### config.mk
export PLATFORM = sky130hd
export DESIGN_NAME = mem_port_arbiter_flat
export DESIGN_NICKNAME = d
export VERILOG_FILES = /design/src/rtl/mem_port_arbiter_pkg.sv /design/src/rtl/mem_port_arbiter_if.sv /design/src/rtl/mem_port_arbiter_wait_timer.sv /design/src/rtl/mem_port_arbiter.sv /design/src/flat_wrapper.sv
export SDC_FILE = /design/constraint.sdc
export NUM_CORES = 1
export LEC_CHECK = 0
export CORE_MARGIN = 1.5
export CORE_UTILIZATION = 39
export DETAILED_ROUTE_END_ITERATION = 10
export GPL_ROUTABILITY_DRIVEN = 0
export HOLD_SLACK_MARGIN = 0.06
export PLACE_DENSITY = 0.78
export SYNTH_ARGS = -nofsm -noshare
export SYNTH_HDL_FRONTEND = slang
export SYNTH_SLANG_ARGS = --single-unit
export TNS_END_PERCENT = 100
### constraint.sdc
create_clock -name clk -period 2.4 [get_ports clk]
set_input_delay 0.48 -clock clk [delete_from_list [all_inputs] [get_ports clk]]
set_output_delay 0.48 -clock clk [all_outputs]
set_load 0.02 [all_outputs]
### src/rtl/mem_port_arbiter_pkg.sv
// Shared types for the unified fetch/data memory port arbiter.
// Imported by the arbiter top and its wait timer.
package riscv_mem_pkg;

  typedef enum logic [1:0] {
    IDLE,
    GRANT_D,
    GRANT_I,
    RESP
  } arb_state_t;

  typedef enum logic {
    G_FETCH,
    G_DATA
  } grant_t;

  // All byte lanes enabled for a DATA_W-bit word (DATA_W up to 504).
  function automatic logic [63:0] be_all_ones(int unsigned data_w);
    return (64'd1 << (data_w / 8)) - 64'd1;
  endfunction

endpackage

### src/rtl/mem_port_arbiter_if.sv
// Fetch, data and memory-side signals of the unified memory port.
// master: the arbiter; slave: the core requesters plus the memory.
interface mem_port_arbiter_if #(
  parameter int ADDR_W = 32,
  parameter int DATA_W = 32
);
  localparam int BE_W = DATA_W / 8;

  logic              if_req;
  logic [ADDR_W-1:0] if_addr;
  logic [DATA_W-1:0] if_rdata;
  logic              if_valid;

  logic              d_req;
  logic              d_we;
  logic [ADDR_W-1:0] d_addr;
  logic [DATA_W-1:0] d_wdata;
  logic [BE_W-1:0]   d_be;
  logic [DATA_W-1:0] d_rdata;
  logic              d_valid;

  logic              err;
  logic              busy;

  logic              mem_req;
  logic              mem_we;
  logic [ADDR_W-1:0] mem_addr;
  logic [DATA_W-1:0] mem_wdata;
  logic [BE_W-1:0]   mem_be;
  logic              mem_ready;
  logic [DATA_W-1:0] mem_rdata;

  modport master (
    input  if_req, if_addr,
    output if_rdata, if_valid,
    input  d_req, d_we, d_addr, d_wdata, d_be,
    output d_rdata, d_valid,
    output err, busy,
    output mem_req, mem_we, mem_addr, mem_wdata, mem_be,
    input  mem_ready, mem_rdata
  );

  modport slave (
    output if_req, if_addr,
    input  if_rdata, if_valid,
    output d_req, d_we, d_addr, d_wdata, d_be,
    input  d_rdata, d_valid,
    input  err, busy,
    input  mem_req, mem_we, mem_addr, mem_wdata, mem_be,
    output mem_ready, mem_rdata
  );

endinterface

### src/rtl/mem_port_arbiter_wait_timer.sv
// Saturating wait counter with timeout compare for the memory port.
// expired is high while the count sits at MAX_WAIT-1.
module mem_wait_timer #(
  parameter int MAX_WAIT = 16
) (
  input  logic clk,
  input  logic reset,
  input  logic clear,
  input  logic count_en,
  output logic expired
);
  localparam int CW = $clog2(MAX_WAIT + 1);

  logic [CW-1:0] cnt;

  always_ff @(posedge clk) begin
    if (reset || clear) begin
      cnt <= '0;
    end else if (count_en && cnt != CW'(MAX_WAIT)) begin
      cnt <= cnt + CW'(1);
    end
  end

  assign expired = (cnt == CW'(MAX_WAIT - 1));

endmodule

### src/rtl/mem_port_arbiter.sv
// Round-robin arbiter sharing one variable-latency memory port
// between instruction fetch and load/store, with wait timeout.
import riscv_mem_pkg::*;

module mem_port_arbiter #(
  parameter int ADDR_W   = 32,
  parameter int DATA_W   = 32,
  parameter int MAX_WAIT = 16
) (
  input  logic clk,
  input  logic reset,
  mem_port_arbiter_if.master bus
);
  localparam int BE_W = DATA_W / 8;
  localparam logic [BE_W-1:0] BE_ALL_ONES =
    BE_W'(be_all_ones(DATA_W));

  arb_state_t        state;
  grant_t            last_grant;
  logic              err_armed;
  logic              expired;
  logic              pick_d;

  logic              mem_req;
  logic              mem_we;
  logic [ADDR_W-1:0] mem_addr;
  logic [DATA_W-1:0] mem_wdata;
  logic [BE_W-1:0]   mem_be;
  logic [DATA_W-1:0] if_rdata;
  logic [DATA_W-1:0] d_rdata;
  logic [DATA_W-1:0] rsp_data;

  logic              win_we;
  logic [ADDR_W-1:0] win_addr;
  logic [DATA_W-1:0] win_wdata;
  logic [BE_W-1:0]   win_be;

  // On a tie the data side wins unless it had the previous grant.
  assign pick_d = bus.d_req &&
                  (!bus.if_req || last_grant == G_FETCH);

  always_comb begin
    win_we    = 1'b0;
    win_addr  = bus.if_addr;
    win_wdata = '0;
    win_be    = BE_ALL_ONES;
    unique case (1'b1)
      pick_d: begin
        win_we    = bus.d_we;
        win_addr  = bus.d_addr;
        win_wdata = bus.d_wdata;
        win_be    = bus.d_be;
      end
      default: ;
    endcase
  end

  assign rsp_data = bus.mem_ready ? bus.mem_rdata : '0;

  mem_wait_timer #(
    .MAX_WAIT (MAX_WAIT)
  ) u_timer (
    .clk      (clk),
    .reset    (reset),
    .clear    (state == RESP),
    .count_en (mem_req && !bus.mem_ready),
    .expired  (expired)
  );

  always_ff @(posedge clk) begin
    if (reset) begin
      state      <= IDLE;
      last_grant <= G_FETCH;
      err_armed  <= 1'b0;
      mem_req    <= 1'b0;
      mem_we     <= 1'b0;
      mem_addr   <= '0;
      mem_wdata  <= '0;
      mem_be     <= '0;
      if_rdata   <= '0;
      d_rdata    <= '0;
    end else begin
      unique case (state)
        IDLE: begin
          if (bus.d_req || bus.if_req) begin
            state      <= pick_d ? GRANT_D : GRANT_I;
            last_grant <= pick_d ? G_DATA : G_FETCH;
            mem_req    <= 1'b1;
            mem_we     <= win_we;
            mem_addr   <= win_addr;
            mem_wdata  <= win_wdata;
            mem_be     <= win_be;
          end
        end
        GRANT_D, GRANT_I: begin
          if (bus.mem_ready || expired) begin
            mem_req   <= 1'b0;
            state     <= RESP;
            err_armed <= !bus.mem_ready;
            if (state == GRANT_I) begin
              if_rdata <= rsp_data;
            end else if (!mem_we || !bus.mem_ready) begin
              d_rdata <= rsp_data;
            end
          end
        end
        RESP: begin
          state     <= IDLE;
          err_armed <= 1'b0;
        end
        default: state <= IDLE;
      endcase
    end
  end

  assign bus.mem_req   = mem_req;
  assign bus.mem_we    = mem_we;
  assign bus.mem_addr  = mem_addr;
  assign bus.mem_wdata = mem_wdata;
  assign bus.mem_be    = mem_be;
  assign bus.if_rdata  = if_rdata;
  assign bus.d_rdata   = d_rdata;
  assign bus.if_valid  = (state == RESP) && (last_grant == G_FETCH);
  assign bus.d_valid   = (state == RESP) && (last_grant == G_DATA);
  assign bus.err       = (state == RESP) && err_armed;
  assign bus.busy      = (state != IDLE);

endmodule
### src/flat_wrapper.sv
// flat-port wrapper written by rule: the top's interface ports become plain ports
module mem_port_arbiter_flat 
#(
  parameter int ADDR_W   = 32,
  parameter int DATA_W   = 32,
  parameter int MAX_WAIT = 16
)
  (clk, reset, bus_if_req, bus_if_addr, bus_if_rdata, bus_if_valid, bus_d_req, bus_d_we, bus_d_addr, bus_d_wdata, bus_d_be, bus_d_rdata, bus_d_valid, bus_err, bus_busy, bus_mem_req, bus_mem_we, bus_mem_addr, bus_mem_wdata, bus_mem_be, bus_mem_ready, bus_mem_rdata);
  mem_port_arbiter_if #(.ADDR_W(ADDR_W), .DATA_W(DATA_W)) bus_i ();
  input  logic clk;
  input  logic reset;
  input wire logic [$bits(bus_i.if_req)-1:0] bus_if_req;
  input wire logic [$bits(bus_i.if_addr)-1:0] bus_if_addr;
  output wire logic [$bits(bus_i.if_rdata)-1:0] bus_if_rdata;
  output wire logic [$bits(bus_i.if_valid)-1:0] bus_if_valid;
  input wire logic [$bits(bus_i.d_req)-1:0] bus_d_req;
  input wire logic [$bits(bus_i.d_we)-1:0] bus_d_we;
  input wire logic [$bits(bus_i.d_addr)-1:0] bus_d_addr;
  input wire logic [$bits(bus_i.d_wdata)-1:0] bus_d_wdata;
  input wire logic [$bits(bus_i.d_be)-1:0] bus_d_be;
  output wire logic [$bits(bus_i.d_rdata)-1:0] bus_d_rdata;
  output wire logic [$bits(bus_i.d_valid)-1:0] bus_d_valid;
  output wire logic [$bits(bus_i.err)-1:0] bus_err;
  output wire logic [$bits(bus_i.busy)-1:0] bus_busy;
  output wire logic [$bits(bus_i.mem_req)-1:0] bus_mem_req;
  output wire logic [$bits(bus_i.mem_we)-1:0] bus_mem_we;
  output wire logic [$bits(bus_i.mem_addr)-1:0] bus_mem_addr;
  output wire logic [$bits(bus_i.mem_wdata)-1:0] bus_mem_wdata;
  output wire logic [$bits(bus_i.mem_be)-1:0] bus_mem_be;
  input wire logic [$bits(bus_i.mem_ready)-1:0] bus_mem_ready;
  input wire logic [$bits(bus_i.mem_rdata)-1:0] bus_mem_rdata;
  assign bus_i.if_req = bus_if_req;
  assign bus_i.if_addr = bus_if_addr;
  assign bus_if_rdata = bus_i.if_rdata;
  assign bus_if_valid = bus_i.if_valid;
  assign bus_i.d_req = bus_d_req;
  assign bus_i.d_we = bus_d_we;
  assign bus_i.d_addr = bus_d_addr;
  assign bus_i.d_wdata = bus_d_wdata;
  assign bus_i.d_be = bus_d_be;
  assign bus_d_rdata = bus_i.d_rdata;
  assign bus_d_valid = bus_i.d_valid;
  assign bus_err = bus_i.err;
  assign bus_busy = bus_i.busy;
  assign bus_mem_req = bus_i.mem_req;
  assign bus_mem_we = bus_i.mem_we;
  assign bus_mem_addr = bus_i.mem_addr;
  assign bus_mem_wdata = bus_i.mem_wdata;
  assign bus_mem_be = bus_i.mem_be;
  assign bus_i.mem_ready = bus_mem_ready;
  assign bus_i.mem_rdata = bus_mem_rdata;
  mem_port_arbiter #(.ADDR_W(ADDR_W), .DATA_W(DATA_W), .MAX_WAIT(MAX_WAIT)) u_core (.clk(clk), .reset(reset), .bus(bus_i));
endmodule
==> results of run 1 <==
-- worst reg2reg max path, stage by stage (launching register included) --
cell,delay (ns)
dfxtp_1,0.36
inv_1,0.10
ha_1,0.29
o21a_2,0.17
nor2_2,0.97
a22o_1,0.27
-- state kept, by name (all words and copies together) (netlist names) --
signal / flops
u_core.bus.d_rdata: 32
u_core.bus.if_rdata: 32
u_core.bus.mem_addr: 32
u_core.bus.mem_be: 4
u_core.bus.mem_req: 1
u_core.bus.mem_wdata: 32
u_core.bus.mem_we: 1
u_core.err_armed: 1
u_core.last_grant: 1
u_core.state: 2
u_core.u_timer.cnt: 5
-- layer usage --
layer	GRT usage, %	wire [um]
met1	25.9	6420
met5	0	0
met3	7.34	1320
met4	9.71	329
met2	39.2	7980
-- logic make-up (layout without fill, tap and decap cells) --
kind of cell,count (synthesis),in the layout,synth area share [%]
simple gates,125,125,10.5
flops,143,143,55.1
mux,1,1,0.193
buf+inv,53,326,4.82
compound gates,190,190,27.4
fa+ha+maj,8,8,1.93
-- synthesized netlist by cell type, drive strengths merged, types with 2 or more instances --
cell type / instances / area share (%)
dfxtp: 143 / 55
nand2: 66 / 4.8
o21ai: 40 / 3.9
nor2: 38 / 2.7
a22o: 33 / 5.6
a22oi: 32 / 4.6
a31oi: 32 / 3.9
a32o: 32 / 6.2
buf: 23 / 2.6
clkbuf: 22 / 1.6
ha: 8 / 1.9
inv: 8 / 0.58
a21oi: 5 / 0.48
nor2b: 4 / 0.48
o221a: 4 / 0.87
a21boi: 3 / 0.51
and2: 3 / 0.36
and3: 2 / 0.24
nand2b: 2 / 0.24
nand3: 2 / 0.19
nor3b: 2 / 0.29
o21a: 2 / 0.29
-- power by group --
group	switching (mW)	total [mW]	leakage, nW	internal, mW
combinational	1.78	3.29	1.82	1.50
clock	0.971	3.06	0.340	2.09
sequential	0.270	3.14	1.17	2.87
-- how the worst max path moves through the flow --
stage	slack, ns	start	to	cells past startpoint
global placement	0.01	bus_d_req	u_core.bus.mem_wdata[20]	4
finish	0.11	u_core.state[1]	bus_err	3
floorplan	0.73	u_core.u_timer.cnt[0]	u_core.bus.d_rdata[17]	7
global route	0.02	u_core.state[1]	bus_d_valid	3
detailed placement	-0.12	bus_d_req	u_core.bus.mem_wdata[7]	4
CTS	0.009	u_core.state[1]	bus_if_valid	3
-- metrics by stage --
stage / hold WS (ns) / util, % / setup WS (ns)
6_report: 0.474 / 68.3 / 0.105
5_1_grt: 0.480 / 68.3 / 0.0168
4_1_cts: 0.476 / 68.3 / 0.00913
3_5_place_dp: 0.454 / 62.8 / -0.125
3_3_place_gp: 0.456 / 62.8 / 0.0101
2_1_floorplan: 0.449 / - / 0.729
-- final cells by class --
| class | instances | area [um^2] | share of cell area (%) |
|---|---|---|---|
| Sequential cell | 143 | 2860 | 32.7 |
| Timing Repair Buffer | 286 | 2860 | 32.7 |
| Multi-Input combinational cell | 324 | 2090 | 23.9 |
| Clock buffer | 23 | 498 | 5.68 |
| Tap cell | 172 | 215 | 2.46 |
| Clock inverter | 9 | 201 | 2.30 |
| Inverter | 8 | 30.0 | 0.343 |
-- timing repair --
action                                  CTS  global route
gates cloned                              0             0
endpoints found under the setup margin    1             3
gates resized for setup                   1             2
pin swaps                                 0             0
-- placed cells by master (no fill, tap or decap), drive strengths merged, types with 8 or more instances in the layout --
cell / instances
ha: 8
o21ai: 40
a22oi: 32
nand2: 66
clkdlybuf4s50: 273
a32o: 32
clkbuf: 23
inv: 8
a22o: 33
nor2: 38
buf: 11
a31oi: 32
dfxtp: 143
==> metrics, run 1 <==
status=complete, no violations; Top Family by Delay on Critical Path=buffers and inverters; slew at the pin with the worst max-slew slack=1.30 ns; IO Pins=276; CTS tree=yes; DRC errors left=0; total gr overflow=0; # hold bufs at CTS=0; IO Port Bufs=275; Pwr per Cell Area=1080 nW/um^2; Synth Cell Area=5190 um^2; Detail Route Antenna Nets=0; Finished Layout Cells=965; CTS Buf Count=17; Hold Path Depth=1; asr flop ratio synth=0%; final hold vios=0; antenna violations before repair=0; Final #Nets=926; crit path time final=2.29 ns; Placed Cells=933; Final TNS setup=0 ns; total track usage=22.8%; crit path DAT=1.81 ns; worst-path cell chain=ha_2 -> and2_1 -> clkdlybuf4s50_1; RR Endpoint=u_core.bus.mem_wdata[7]; Worst-path clk slew=0.05 ns; FF-to-FF setup slack=0.18 ns; Max H-tree Level=4; worst hold start=u_core.bus.mem_wdata[27]; Wirelength per Cell=16.6 um; DRT Wirelength=16.0 mm; vias in the first global route=5067; synth unique cells=42; RSZ-0062 raised after global routing=false; sequential area share after synthesis=55.1%; CP max stage delay=0.62 ns; normalized max-slew margin=13.5%; number of flops mapped to enable cells by yosys=0; Avg Cell Area, Syn=9.99 um^2; max_cap viols=0; hold endpoint=u_core.bus.mem_wdata[27]; vias per cell=5.33; Initial DRC Count=388; largest net degree at the start of global routing=69; chip height=118 um; CTS max path bufs=2; Fmax=436 MHz; Placeable Area=12800 um^2; Worst Reg-to-Reg Cells=5; Slew Viols, Final=0; share of post-route cells with drive strength above 1=6.81%; Antenna diodes=0; worst r2r src=u_core.state[0]; Final period util=95.6%; clock root cell=clkbuf_16; Hold Path Class=register to register; Leak=3.33 nW; Tot Pwr=9.48 mW; DR vias=5148; clock latency on the worst-skew pair=0.42 ns; Initial Utilization=40.5%; post-synthesis register bit count=143; Finished Cell Area=8760 um^2; first-pass GRT wire length=25.4 mm; # setup viols final=0; Net Count, Synth=666; clock skew=0.00717 ns; top_reg_cell synth=dfxtp_1; critical path type=register to output pin; DP Wirelength=11.2 mm; worst-path maximum fanout=8; fillcell total=977; Placed Area=8060 um^2; post-CTS setup buffer count=0; clk sinks=143; Die X=118 um; die area=14000 um^2; slowest CP cell=clkdlybuf4s50_1; buffers and inverters on the worst path=1; # rows=41; Crit. End Element=output pin; synth-to-layout area growth=68.7%; Synth Warn #=0; worst vdd ir=547 uV; Crit path required time=1.92 ns; Setup crit start kind=register; TritonRoute pass-1 iters=5; Cells after Synth=520
Note: power is estimated with default switching activity, not from simulation.
==> inputs of run 2 (changes only) <==
--- a/config.mk
+++ b/config.mk
@@ -5,6 +5,8 @@
 export SDC_FILE = /design/constraint.sdc
 export NUM_CORES = 1
 export LEC_CHECK = 0
+export ABC_CLOCK_PERIOD_IN_PS = 2400
+export CORE_ASPECT_RATIO = 0.7
 export CORE_MARGIN = 1.5
 export CORE_UTILIZATION = 39
 export DETAILED_ROUTE_END_ITERATION = 10
==> run 2 against run 1 <==
Effect of this change: final cell count fell by 0.52%; worst setup slack got worse by 0.0099 ns; design area fell by 1.8%; global-route usage barely moved; die area barely moved; sequential power barely moved; clock power fell by 20%; via count fell by 0.54%; worst hold slack got worse by 0.00093 ns; critical path type unchanged; critical endpoint is now bus_if_valid.
==> metrics, run 2 (synthesized netlist as in run 1, its figures left out) <==
Final #Nets=927; critical path depth=3; Detail Route Antenna Nets=0; Placed Area=8040 um^2; CTS tree=yes; antenna violations before repair=0; hold endpoint=u_core.bus.mem_wdata[31]; crit path time final=2.30 ns; DRT Wirelength=16.2 mm; total track usage=22.7%; Crit path required time=1.92 ns; clk sinks=143; Placeable Area=13100 um^2; commonest non-fill, non-tap cell in the layout=clkdlybuf4s50_1; Antenna diodes=0; IO Port Bufs=275; max_cap viols=0; FF-to-FF setup slack=0.22 ns; CTS Buf Count=17; chip height=99.6 um; Leak=3.24 nW; slowest CP cell=clkdlybuf4s50_1; critical path type=register to output pin; status=complete, no violations; worst r2r src=u_core.state[1]; Hold Path Depth=1; # rows=35; Max H-tree Level=4; total gr overflow=0; Initial DRC Count=218; vias per cell=5.33; die area=14000 um^2; normalized max-slew margin=21.4%; # setup viols final=0; largest net degree at the start of global routing=69; worst-path cell chain=ha_2 -> nor2b_1 -> clkdlybuf4s50_1; fillcell total=1039; CP max stage delay=0.60 ns; final hold vios=0; slew at the pin with the worst max-slew slack=1.18 ns; worst vdd ir=628 uV; DR vias=5120; crit path DAT=1.82 ns; clock skew=0.0138 ns; share of post-route cells with drive strength above 1=7.18%; post-CTS setup buffer count=0; multi-input logic area=2100 um^2; Hold Slack=0.473 ns; Setup crit start kind=register; Fmax=434 MHz; first-pass GRT wire length=25.7 mm; Worst Reg-to-Reg Cells=5; buffers and inverters on the worst path=1; clock latency on the worst-skew pair=0.41 ns; Finished Cell Area=8610 um^2; DP Wirelength=11.3 mm; Initial Utilization=39.7%; final core utilization=65.7%; Hold Path Class=register to register; most frequent cells in the layout=clkdlybuf4s50_1 (273), dfxtp_1 (143), nand2_1 (66), o21ai_0 (38), nor2_1 (37); clock root cell=clkbuf_16; Pwr per Cell Area=1030 nW/um^2; Top Family by Delay on Critical Path=buffers and inverters; Worst-path clk slew=0.06 ns; TritonRoute pass-1 iters=4; DRC errors left=0; worst-path maximum fanout=8; synth-to-layout area growth=65.7%; Final period util=96.0%; vias in the first global route=5101; Tot Pwr=8.90 mW; Wirelength per Cell=16.8 um; RSZ-0062 raised after global routing=false; Top Usage Layer GRT=met2; RR Endpoint=u_core.bus.mem_wdata[5]; met2 Use GR=39.8%; worst hold start=u_core.bus.mem_wdata[31]; grt met3 use=6.40%; Die X=141 um; Crit. End Element=output pin; Slew Viols, Final=0; CTS max path bufs=2; IO Pins=276; met1 GRT Util=27.2%; Storage cell area=2860 um^2
[run 2: changes by cell type in the layout (fill, tap and decap cells not counted), moves of 2 or more]
cell	before	now
clkbuf_8	5	2
clkinv_4	1	3
bufinv_16	6	0
clkinvlp_4	1	3
buf_4	9	11
inv_6	0	4
[run 2: area by class of cell]
class                      count  area share (%)
tap                          166            2.41
clock buffer                  19            5.26
sequential                   143            33.3
clock inverter                13            1.22
multi-input combinational    324            24.4
inverter                       8           0.349
timing repair buffer         287            33.1
[run 2: where the power goes]
group          internal [mW]  total (mW)  switching, mW
Sequential              2.87        3.14          0.277
Combinational           1.52        3.30           1.78
Clock                   1.40        2.46           1.06
[run 2: worst max-delay path by stage]
stage	to	start	slack, ns
2_1_floorplan	u_core.bus.d_rdata[17]	u_core.u_timer.cnt[0]	0.73
3_3_place_gp	u_core.bus.mem_wdata[13]	bus_d_req	-0.05
3_5_place_dp	u_core.bus.mem_wdata[5]	bus_d_req	-0.15
4_1_cts	bus_if_valid	u_core.state[1]	0.03
5_1_grt	u_core.bus.mem_wdata[9]	u_core.state[0]	0.007
6_report	bus_if_valid	u_core.state[1]	0.1
[run 2: layer usage]
layer / share of wire (%) / wire length (um)
met4: 0.74 / 119
met3: 5.9 / 954
met5: 0 / 0
met2: 49 / 7970
met1: 44 / 7130
[run 2: stage by stage]
step	setup WS [ns]	instances	TNS, ns
floorplan	0.729	520	0
global placement	-0.0493	928	-1.57
detailed placement	-0.152	928	-4.46
CTS	0.0282	960	0
global route	0.00739	960	0
finish	0.0956	960	0
[run 2: repair_timing]
action,CTS,global route
hold buffers,0,0
endpoints found under the setup margin,1,3
gates resized for setup,1,2
[run 2: worst reg2reg max path: cells and delay by family (launching register included)]
family	cells	cell delay [ns]
simple gates	1	0.97
flops	1	0.34
compound gates	1	0.30
fa+ha+maj	1	0.28
buf+inv	2	0.23
==> inputs of run 3 (changes only) <==
--- a/config.mk
+++ b/config.mk
@@ -10,7 +10,6 @@
 export CORE_MARGIN = 1.5
 export CORE_UTILIZATION = 39
 export DETAILED_ROUTE_END_ITERATION = 10
-export GPL_ROUTABILITY_DRIVEN = 0
 export HOLD_SLACK_MARGIN = 0.06
 export PLACE_DENSITY = 0.78
 export SYNTH_ARGS = -nofsm -noshare
==> results of run 3 <==
The final DEF is identical to that of run 2; final timing and power are the same.
